==> config.mk <==
export PLATFORM = sky130hd
export DESIGN_NAME = clock_edge_monitor
export DESIGN_NICKNAME = d
export VERILOG_FILES = /design/src/rtl/clock_edge_monitor.sv
export SDC_FILE = /design/constraint.sdc
export NUM_CORES = 1
export LEC_CHECK = 0
export CORE_ASPECT_RATIO = 0.9
export CORE_MARGIN = 4
export CORE_UTILIZATION = 48
export CTS_CLUSTER_DIAMETER = 60
export CTS_CLUSTER_SIZE = 24
export DETAILED_ROUTE_END_ITERATION = 12
export PLACE_DENSITY_LB_ADDON = 0.25
export SETUP_SLACK_MARGIN = 0.5
export SKIP_CTS_REPAIR_TIMING = 1
export SLEW_MARGIN = 0
export SYNTH_ARGS = -nofsm -noshare
export SYNTH_HDL_FRONTEND = slang
export SYNTH_SLANG_ARGS = --single-unit
==> constraint.sdc <==
create_clock -name i_clk -period 6.05 [get_ports i_clk]
set_input_delay 1.5125 -clock i_clk [delete_from_list [all_inputs] [get_ports i_clk]]
set_output_delay 1.5125 -clock i_clk [all_outputs]
set_load 0.05 [all_outputs]
==> src/rtl/clock_edge_monitor.sv <==
// Receiver for a slow toggle clock: synchronises it into the system domain,
// regenerates per-edge pulses, measures the half-period and flags a stopped input.
module clock_edge_monitor #(
   parameter int W_COUNT     = 16,
   parameter int TIMEOUT     = 1000,
   parameter int SYNC_STAGES = 2
) (
   input  logic               i_clk,
   input  logic               i_reset_n,
   input  logic               i_gen_clk,
   output logic               o_roll_over,
   output logic               o_rise,
   output logic [W_COUNT-1:0] o_half_period,
   output logic               o_valid,
   output logic               o_stuck
);

   localparam int NS = (SYNC_STAGES < 2) ? 2 : SYNC_STAGES;
   localparam logic [W_COUNT-1:0] CNT_MAX   = '1;
   localparam logic [W_COUNT-1:0] CNT_ONE   = W_COUNT'(1);
   localparam logic [W_COUNT-1:0] TIMEOUT_C = W_COUNT'(TIMEOUT);

   typedef enum logic [1:0] {
      WAIT_FIRST,
      ARMED,
      MEASURING,
      STUCK
   } state_t;

   state_t             state;
   logic [NS-1:0]      sync_q;
   logic               gen_p;
   logic               gen_s;
   logic               edge_det;
   logic               rise_det;
   logic [W_COUNT-1:0] cnt;
   logic [W_COUNT-1:0] cnt_inc;
   logic               timeout_hit;

   function automatic logic [W_COUNT-1:0] sat_inc(input logic [W_COUNT-1:0] v);
      return (v == CNT_MAX) ? v : v + CNT_ONE;
   endfunction

   // synchroniser stages plus one history flop for edge detection
   always_ff @(posedge i_clk or negedge i_reset_n) begin
      if (!i_reset_n) begin
         sync_q <= '0;
         gen_p  <= 1'b0;
      end else begin
         sync_q <= {sync_q[NS-2:0], i_gen_clk};
         gen_p  <= sync_q[NS-1];
      end
   end

   assign gen_s    = sync_q[NS-1];
   assign edge_det = gen_s ^ gen_p;
   assign rise_det = gen_s & ~gen_p;
   assign cnt_inc  = sat_inc(cnt);

   // an edge in the same cycle as the timeout takes priority
   assign timeout_hit = (state != STUCK) && !edge_det && (cnt_inc >= TIMEOUT_C);

   always_ff @(posedge i_clk or negedge i_reset_n) begin
      if (!i_reset_n) begin
         state         <= WAIT_FIRST;
         cnt           <= '0;
         o_half_period <= '0;
         o_valid       <= 1'b0;
         o_stuck       <= 1'b0;
         o_roll_over   <= 1'b0;
         o_rise        <= 1'b0;
      end else begin
         o_roll_over <= edge_det;
         o_rise      <= rise_det;
         if (edge_det) begin
            cnt <= CNT_ONE;
            case (state)
               WAIT_FIRST: state <= ARMED;
               ARMED: begin
                  state         <= MEASURING;
                  o_half_period <= cnt;
                  o_valid       <= 1'b1;
               end
               MEASURING: o_half_period <= cnt;
               STUCK: begin
                  state   <= ARMED;
                  o_stuck <= 1'b0;
               end
               default: state <= WAIT_FIRST;
            endcase
         end else begin
            cnt <= cnt_inc;
            if (timeout_hit) begin
               state   <= STUCK;
               o_stuck <= 1'b1;
               o_valid <= 1'b0;
            end
         end
      end
   end

endmodule

==> qor.csv <==
metric;value;unit
status;finished, final reports clean;
worst-path-max-fanout;4;
clock_sinks;41;
grt_usage;17.3;%
design.core.area;3860;um2
start_kind;register;
design_area;2310;um2
drt_first_pass_iters;4;
yosysUniqueCellTypes;38;
crit_path_cell_trace;clkdlybuf4s50_1;
cp_top_family;buffers and inverters;
hold_ws;0.359;ns
finalSetupViolCount;0;
rsz0062_at_grt;no;
required;4.54;ns
ys_ff_latch;41;
rows;21;
vias_per_cell;5.75;
routedWlPerCell;15.5;um
yosysSeqAreaShare;51.6;%
leakage;0.994;nW
p_per_area;291;nW/um2
ys_warn_count;0;
tns;0;ns
place_inst;244;
cts_max_level;2;
grt_pass1_vias;1450;
finalWirelength;3900;um
ir_drop;180;uV
min_period;3.03;ns
hold_viol_final;0;
path_clk_slew;0.07;ns
cts_buffer_depth;2;
die_x;75.8;um
gp_congestion;0.943;
endpoint_kind;output port;
fp.dieH;69.0;um
cpPeakStageDelay;0.82;ns
avgSynthCellArea;10.8;um2
area_growth;16.1;%
drcViolationCount;0;
via_count;1448;
grt_max_degree;42;
syn_nets;191;
clk_latency;0.29;ns
start_util;51.4;%
multi_input_area;893;um2
worstMarginPinSlew;0.888;ns
holdCritPathClass;reg -> reg;
maxCapViolCount;0;
root_buffer;clkbuf_8;
cpMaxStageDelayCell;clkdlybuf4s50_1;
grt_overflow;0;
most-common-layout-cells;dfrtp_1, clkdlybuf4s50_1, nor2_1;
layout-drive-gt1-share;15.0;%
slew_violations;0;
numCtsBuffers;5;
hpwl;2810;um
syn_area;1990;um2
ant_nets;0;
seq_area;1030;um2
synth_cells;184;
initialDrtViolationCount;93;
skew;0.00640;ns
pin_count;23;
n_antenna_cell;0;
cts_tree;built;
slew_headroom;40.8;%
antenna_found_initial;0;
fin_nets;212;
fill_cells;338;
finalCritPeriodShare;50.1;%
fmax;330;MHz
layout_commonest_cell;dfrtp_1;
dpl_cell_area;2230;um2
critPathArrivalTime;1.52;ns
dieArea;5230;um2
critPathKind;reg -> out;
crit_buf_inv;1;
numPortBuffers;22;
grt_pass1_wl;6980;um
stdcell_count;252;
-- layout make-up --
class	instances	area share, %
Clock buffer	8	3.47
Inverter	7	1.14
Multi-Input combinational cell	127	38.7
Sequential cell	41	44.5
Tap cell	46	2.50
Timing Repair Buffer	23	9.66
-- flip-flops by register name (all words and copies together), names as in the netlist --
| name | count |
|---|---|
| state | 2 |
| o_half_period | 16 |
| o_stuck | 1 |
| o_rise | 1 |
| sync_q | 2 |
| cnt | 16 |
| o_valid | 1 |
| o_roll_over | 1 |
| gen_p | 1 |
-- power breakdown --
part	switching [W]	internal, W
registers	0.0000213	0.000298
logic	0.000113	0.0000729
clock network	0.0000844	0.0000819
-- routing by layer --
layer | GRT usage, % | share of wire, %
met3 | 4.36 | 7.3
met2 | 22.7 | 46
met5 | 0 | 0
met1 | 26.2 | 45
met4 | 8.16 | 2.4
-- cells in the mapped netlist --
library cell | number | share of area [%]
nand3_1 | 7 | 1.8
a32o_1 | 1 | 0.50
and3_1 | 3 | 0.94
and3_2 | 1 | 0.38
dfrtp_1 | 41 | 52
xnor2_1 | 7 | 3.1
o221ai_1 | 1 | 0.44
and4_1 | 3 | 1.3
xor2_1 | 2 | 0.88
a21oi_1 | 7 | 1.8
a311oi_2 | 1 | 0.76
a211oi_1 | 3 | 1.1
nor2_1 | 18 | 3.4
a22oi_1 | 2 | 0.76
nand2_1 | 13 | 2.5
o31ai_1 | 2 | 0.76
mux2i_1 | 4 | 2.0
buf_1 | 1 | 0.19
nor4_1 | 2 | 0.63
buf_2 | 3 | 0.76
nand4_1 | 4 | 1.3
a22o_1 | 1 | 0.44
or3_4 | 1 | 0.57
ha_1 | 4 | 2.5
nor3_1 | 2 | 0.50
nor2b_1 | 2 | 0.63
nand3b_1 | 1 | 0.38
clkbuf_1 | 4 | 0.76
nand4_4 | 1 | 1.1
a21o_2 | 1 | 0.44
o21ai_0 | 12 | 3.0
o21ai_2 | 1 | 0.44
and4_2 | 1 | 0.50
a31oi_1 | 2 | 0.63
mux2_2 | 16 | 9.1
buf_4 | 1 | 0.38
nor3_2 | 1 | 0.50
inv_1 | 7 | 1.3
-- logic make-up after synthesis --
group	count (synthesis)	share of synthesized area, %
xor+xnor	9	3.97
fa+ha+maj	4	2.52
simple gates	60	16.3
flops	41	51.6
compound gates	34	11.1
mux	20	11.1
buf+inv	16	3.40
-- stage by stage --
step	utilization [%]	total power, W	worst slack [ns]
final	59.7	0.000671	3.02
after global placement	57.6	0.000503	3.37
after CTS	59.7	0.000684	3.01
after global routing	59.7	0.000712	2.96
after floorplan	-	0.000452	3.91
after detailed placement	57.6	0.000511	3.34
-- final timing paths --
| path | depth (start not counted) | end | from | slack (ns) |
|---|---|---|---|---|
| worst max-delay path | 1 | o_valid | o_valid$_DFFE_PN0P_ | 3.02 |
| max in group asynchronous | 1 | cnt[1]$_DFF_PN0_ | i_reset_n | 4.14 |
| worst min-delay path | 0 | sync_q[1]$_DFF_PN0_ | sync_q[0]$_DFF_PN0_ | 0.36 |
| worst max register to register | 7 | state[0]$_DFFE_PN0P_ | cnt[0]$_DFF_PN0_ | 3.50 |
| min in group asynchronous | 1 | cnt[13]$_DFF_PN0_ | i_reset_n | 1.33 |
| worst min register to register | 0 | sync_q[1]$_DFF_PN0_ | sync_q[0]$_DFF_PN0_ | 0.36 |
Note: power is estimated with default switching activity, not from simulation.
